`src/rtl/zxw_alu_seq_unit.sv`:
```
// Sequential ALU: logic and arithmetic ops finish in one cycle. Shifts move one bit
// per cycle in a working register and are published only when the shift is finished.
module zxw_alu_seq_unit #(
  parameter int WIDTH = 8,
  parameter int SW    = 3
) (
  input  logic             clk,
  input  logic             rst,
  input  logic             start,
  input  logic [2:0]       fs,
  input  logic [WIDTH-1:0] a,
  input  logic [WIDTH-1:0] b,
  output logic             busy,
  output logic             done,
  output logic [WIDTH-1:0] result,
  output logic             cout,
  output logic             zero
);

  // Handshake: start is sampled only while busy=0. done is high for exactly one
  // cycle, and in that cycle result, cout and zero already carry the new value.
  typedef enum logic {ST_IDLE = 1'b0, ST_SHIFT = 1'b1} state_t;

  state_t           r_state;
  logic [WIDTH-1:0] r_work;
  logic [SW-1:0]    r_cnt;
  logic             r_dir;
  logic [WIDTH-1:0] r_result;
  logic             r_cout;
  logic             r_zero;
  logic             r_done;

  logic [SW-1:0]    w_shamt;
  logic             w_is_shift;
  logic [WIDTH:0]   w_sum;
  logic [WIDTH:0]   w_diff;
  logic [WIDTH-1:0] w_alu_res;
  logic             w_alu_cout;
  logic [WIDTH-1:0] w_shift_next;
  logic             w_shift_out;

  assign w_shamt    = b[SW-1:0];
  assign w_is_shift = (fs[2:1] == 2'b11);
  assign w_sum      = {1'b0, a} + {1'b0, b};
  assign w_diff     = {1'b0, a} - {1'b0, b};

  // Single-cycle datapath; a shift by zero simply passes A through.
  always_comb begin
    w_alu_res  = '0;
    w_alu_cout = 1'b0;
    case (fs)
      3'b000: w_alu_res = a & b;
      3'b001: w_alu_res = a | b;
      3'b010: w_alu_res = a ^ b;
      3'b011: w_alu_res = ~a;
      3'b100: begin
        w_alu_res  = w_sum[WIDTH-1:0];
        w_alu_cout = w_sum[WIDTH];
      end
      3'b101: begin
        w_alu_res  = w_diff[WIDTH-1:0];
        w_alu_cout = ~w_diff[WIDTH];
      end
      default: w_alu_res = a;
    endcase
  end

  // r_dir: 1 = shift right, 0 = shift left.
  assign w_shift_next = r_dir ? {1'b0, r_work[WIDTH-1:1]} : {r_work[WIDTH-2:0], 1'b0};
  assign w_shift_out  = r_dir ? r_work[0] : r_work[WIDTH-1];

  always_ff @(posedge clk) begin
    if (rst) begin
      r_state  <= ST_IDLE;
      r_work   <= '0;
      r_cnt    <= '0;
      r_dir    <= 1'b0;
      r_result <= '0;
      r_cout   <= 1'b0;
      r_zero   <= 1'b1;
      r_done   <= 1'b0;
    end else begin
      r_done <= 1'b0;
      case (r_state)
        ST_IDLE: begin
          if (start) begin
            if (w_is_shift && (w_shamt != '0)) begin
              r_work  <= a;
              r_cnt   <= w_shamt;
              r_dir   <= fs[0];
              r_state <= ST_SHIFT;
            end else begin
              r_result <= w_alu_res;
              r_cout   <= w_alu_cout;
              r_zero   <= (w_alu_res == '0);
              r_done   <= 1'b1;
            end
          end
        end
        ST_SHIFT: begin
          // start is ignored here; the last shift commits straight to the outputs.
          r_work <= w_shift_next;
          r_cnt  <= r_cnt - SW'(1);
          if (r_cnt == SW'(1)) begin
            r_state  <= ST_IDLE;
            r_result <= w_shift_next;
            r_cout   <= w_shift_out;
            r_zero   <= (w_shift_next == '0);
            r_done   <= 1'b1;
          end
        end
        default: r_state <= ST_IDLE;
      endcase
    end
  end

  assign busy   = (r_state == ST_SHIFT);
  assign done   = r_done;
  assign result = r_result;
  assign cout   = r_cout;
  assign zero   = r_zero;

endmodule

```
`config.mk`:
```
export PLATFORM = sky130hd
export DESIGN_NAME = zxw_alu_seq_unit
export DESIGN_NICKNAME = d
export VERILOG_FILES = /design/src/rtl/zxw_alu_seq_unit.sv
export SDC_FILE = /design/constraint.sdc
export NUM_CORES = 1
export LEC_CHECK = 0
export CAP_MARGIN = 0
export CORE_MARGIN = 4
export CORE_UTILIZATION = 43
export DETAILED_ROUTE_END_ITERATION = 10
export GPL_ROUTABILITY_DRIVEN = 0
export GPL_TIMING_DRIVEN = 0
export SYNTH_ARGS = -nofsm -noshare
export SYNTH_HDL_FRONTEND = slang
export SYNTH_SLANG_ARGS = --single-unit
```
`constraint.sdc`:
```
create_clock -name clk -period 4.2 [get_ports clk]
set_clock_uncertainty 0.15 [all_clocks]
set_input_delay 0.63 -clock clk [delete_from_list [all_inputs] [get_ports clk]]
set_output_delay 0.63 -clock clk [all_outputs]
set_load 0.005 [all_outputs]
```
==> key figures <==
Outcome
  • Outcome: complete, no violations

Clock tree
  • Clock transition at path regs: 80 ps
  • Hold Buf Count CTS: 0
  • Resize count post-CTS: 0
  • Number of H-tree levels: 1
  • Max clock buf depth: 2
  • Root buf cell: clkbuf_8
  • Clock latency on the worst-skew pair: 280 ps
  • Clock sinks: 24
  • Setup Buffers After CTS: 0
  • CTS buffer count: 3
  • CTS tree: yes

Drt
  • Vias post-DR: 2,634
  • Final wirelength: 7.48 mm
  • ANT nets after route: 0
  • Vias/cell: 5.84
  • Drt drc: 0
  • WL per Instance: 16.6 um
  • DR iter-0 viols: 124
  • Drt first pass iters: 5

Floorplanning
  • CORE AREA: 0.00592 mm^2
  • Die Area: 0.00740 mm^2
  • DIE WIDTH: 86.0 um
  • Std-Cell Rows: 28
  • Starting Density: 44.2%
  • Io pins: 34
  • Die H: 86.0 um

Power and ir drop
  • Max VDD drop: 196 uV
  • Leakage: 1.23 nW
  • Power per cell area: 246 mW/mm^2
  • Total Power: 764 uW

Cells and area
  • Most frequent cells in the layout: clkdlybuf4s50_1, nand2_1, inv_1, nor2_1, ha_1
  • Synth-to-layout area growth: 18.5%
  • Util after Layout: 52.4%
  • Antenna Cells: 0
  • Final-stage net count: 427
  • FILL cells: 574
  • Layout cells sized above 1: 7.71%
  • Most common cell after layout, fill and taps aside: clkdlybuf4s50_1

Job
  • Max-Cap Viols: 0

Logic synthesis
  • Area contributors post-synth: dfxtp_1, ha_1, nand2_1, inv_1, a211oi_1
  • Cells after synthesis: 340
  • Mapped cell area: 0.00262 mm^2
  • Distinct cell type count after synthesis: 60
  • Ys Warns: 0
  • Mapped Nets: 390
  • Seq/Total Area, Yosys: 18.4%
  • FF+latch count, synth: 24
  • Post-synth EDFFs: 0
  • Ys flop type: dfxtp_1
  • Post-Syn Area per Cell: 7.70 um^2
  • Share of the synthesized area in the top cell type: 18.4%
  • Ys async rst share: 0%
  • Synth area leader: dfxtp_1

Global route
  • Initial antenna violation count: 0
  • Largest net degree at the start of global routing: 15
  • First-pass GRT wire length: 12.3 mm
  • Vias in the first global route: 2,500
  • GR Overflow Total: 0
  • Total Routing Usage GR: 20.7%

STA
  • Relative slew slack: 48.3%
  • Crit share post-route: 81.3%
  • RSZ-0062 raised after global routing: false
  • Final TNS setup: 0 ps
  • Worst hold slack: 307 ps
  • Final Slew Violations: 0
  • Hold Vio Cnt, Final: 0
  • Post-route setup slack: 784 ps
  • Final setup fails: 0
  • Post-layout min period: 3420 ps
  • Max frequency: 293 MHz
  • Worst-Margin Slew: 773 ps

Placement
  • HPWL after detailed placement: 5.86 mm
  • Port Buffers: 32
  • Placement Setup Slack: 522 ps

Setup path
  • Crit Path Category: primary input to flop
  • CP endpoint kind: flop
  • Critical Path Source Type: primary input
  • Req. time, crit path: 4220 ps
  • CP Data Arrival Time: 3440 ps
  • Capturing point of the worst reg2reg path: cout
  • Critical path peak fanout: 4
  • Worst r2r src: busy
  • Reg-to-reg slack, setup: 2270 ps
  • R2r worst-path depth: 7

Min path
  • HP Class: flop to flop
  • Worst hold start: result[4]
  • Hold depth: 2
  • Worst Hold Path EP: result[4]
==> critical path, stage by stage <==
cell and delay, ps:
clkdlybuf4s50_1 510, inv_1 100, ha_1 240, fa_1 410
or2_2 320, a211oi_1 420, or4_1 170, a32oi_1 80
o22ai_1 240, a21oi_1 120, a21o_1 180
==> per-layer routing <==
metal / up-vias / track usage [%] / routed length, um
met5: - / 0 / 0
met4: 0 / 8.35 / 174
met3: 16 / 1.34 / 382
met2: 100 / 35.5 / 3520
met1: 1215 / 26.7 / 3400
li1: 1303 / - / -
==> area by class of cell <==
type	count	area, um^2	area share [%]
Buffer	19	158	5.08
Clock buffer	3	41.3	1.33
Clock inverter	1	30.0	0.968
Inverter	30	113	3.63
Multi-Input combinational cell	267	1870	60.2
Sequential cell	24	480	15.5
Tap cell	75	93.8	3.02
Timing Repair Buffer	32	320	10.3
==> cells by family (layout without fill, tap and decap cells) <==
kind of cell	Yosys count	in the layout	share of synthesized area [%]
multiplexers	12	12	5.11
AO/OA/AOI/OAI	106	106	28.0
flip-flops	24	24	18.4
XOR/XNOR	4	4	1.34
buffers and inverters	49	85	10.3
adder cells (fa/ha/maj)	28	28	14.0
AND/OR/NAND/NOR	117	117	22.9
==> registers in the layout (all words and copies together), names as in the netlist <==
signal,count
result,8
r_cnt,3
done,1
cout,1
zero,1
r_dir,1
busy,1
r_work,8
==> metrics by stage <==
step,area [um^2],instances
floorplan,2620,340
global placement,3030,447
detailed placement,3030,447
CTS,3100,451
global route,3100,451
finish,3100,451
==> Yosys cell counts (all sizes together), types with 2 or more instances <==
master / n
nand2b: 8
nand2: 31
or4: 2
ha: 26
a21oi: 21
o21a: 3
o21ai: 18
a21o: 4
fa: 2
a22oi: 4
o22ai: 4
and2: 6
nand3b: 4
nor2: 27
nor3: 10
nor2b: 7
mux2i: 10
nor3b: 6
and3: 2
a211oi: 16
nor4: 2
dfxtp: 24
nand4b: 2
a31oi: 8
inv: 30
o21bai: 3
a221oi: 2
o211ai: 7
a311oi: 4
xor2: 2
o221ai: 2
buf: 10
o41ai: 2
nand3: 5
clkbuf: 8
xnor2: 2
==> power by group <==
group          internal [mW]  leakage [nW]  switching, mW
Combinational          0.133          1.00          0.162
Clock                  0.128        0.0357         0.0825
Sequential             0.245         0.197         0.0125
==> how the worst max path moves through the flow <==
stage,from,end,slack [ps],depth (start not counted)
after detailed placement,a[0],result[6],520,11
final,a[0],result[6],780,11
after floorplan,a[0],zero,1500,10
after global placement,a[0],result[6],490,11
after global routing,a[1],result[6],550,10
after CTS,a[0],result[6],800,11
Power figures use the tool's default switching activity.
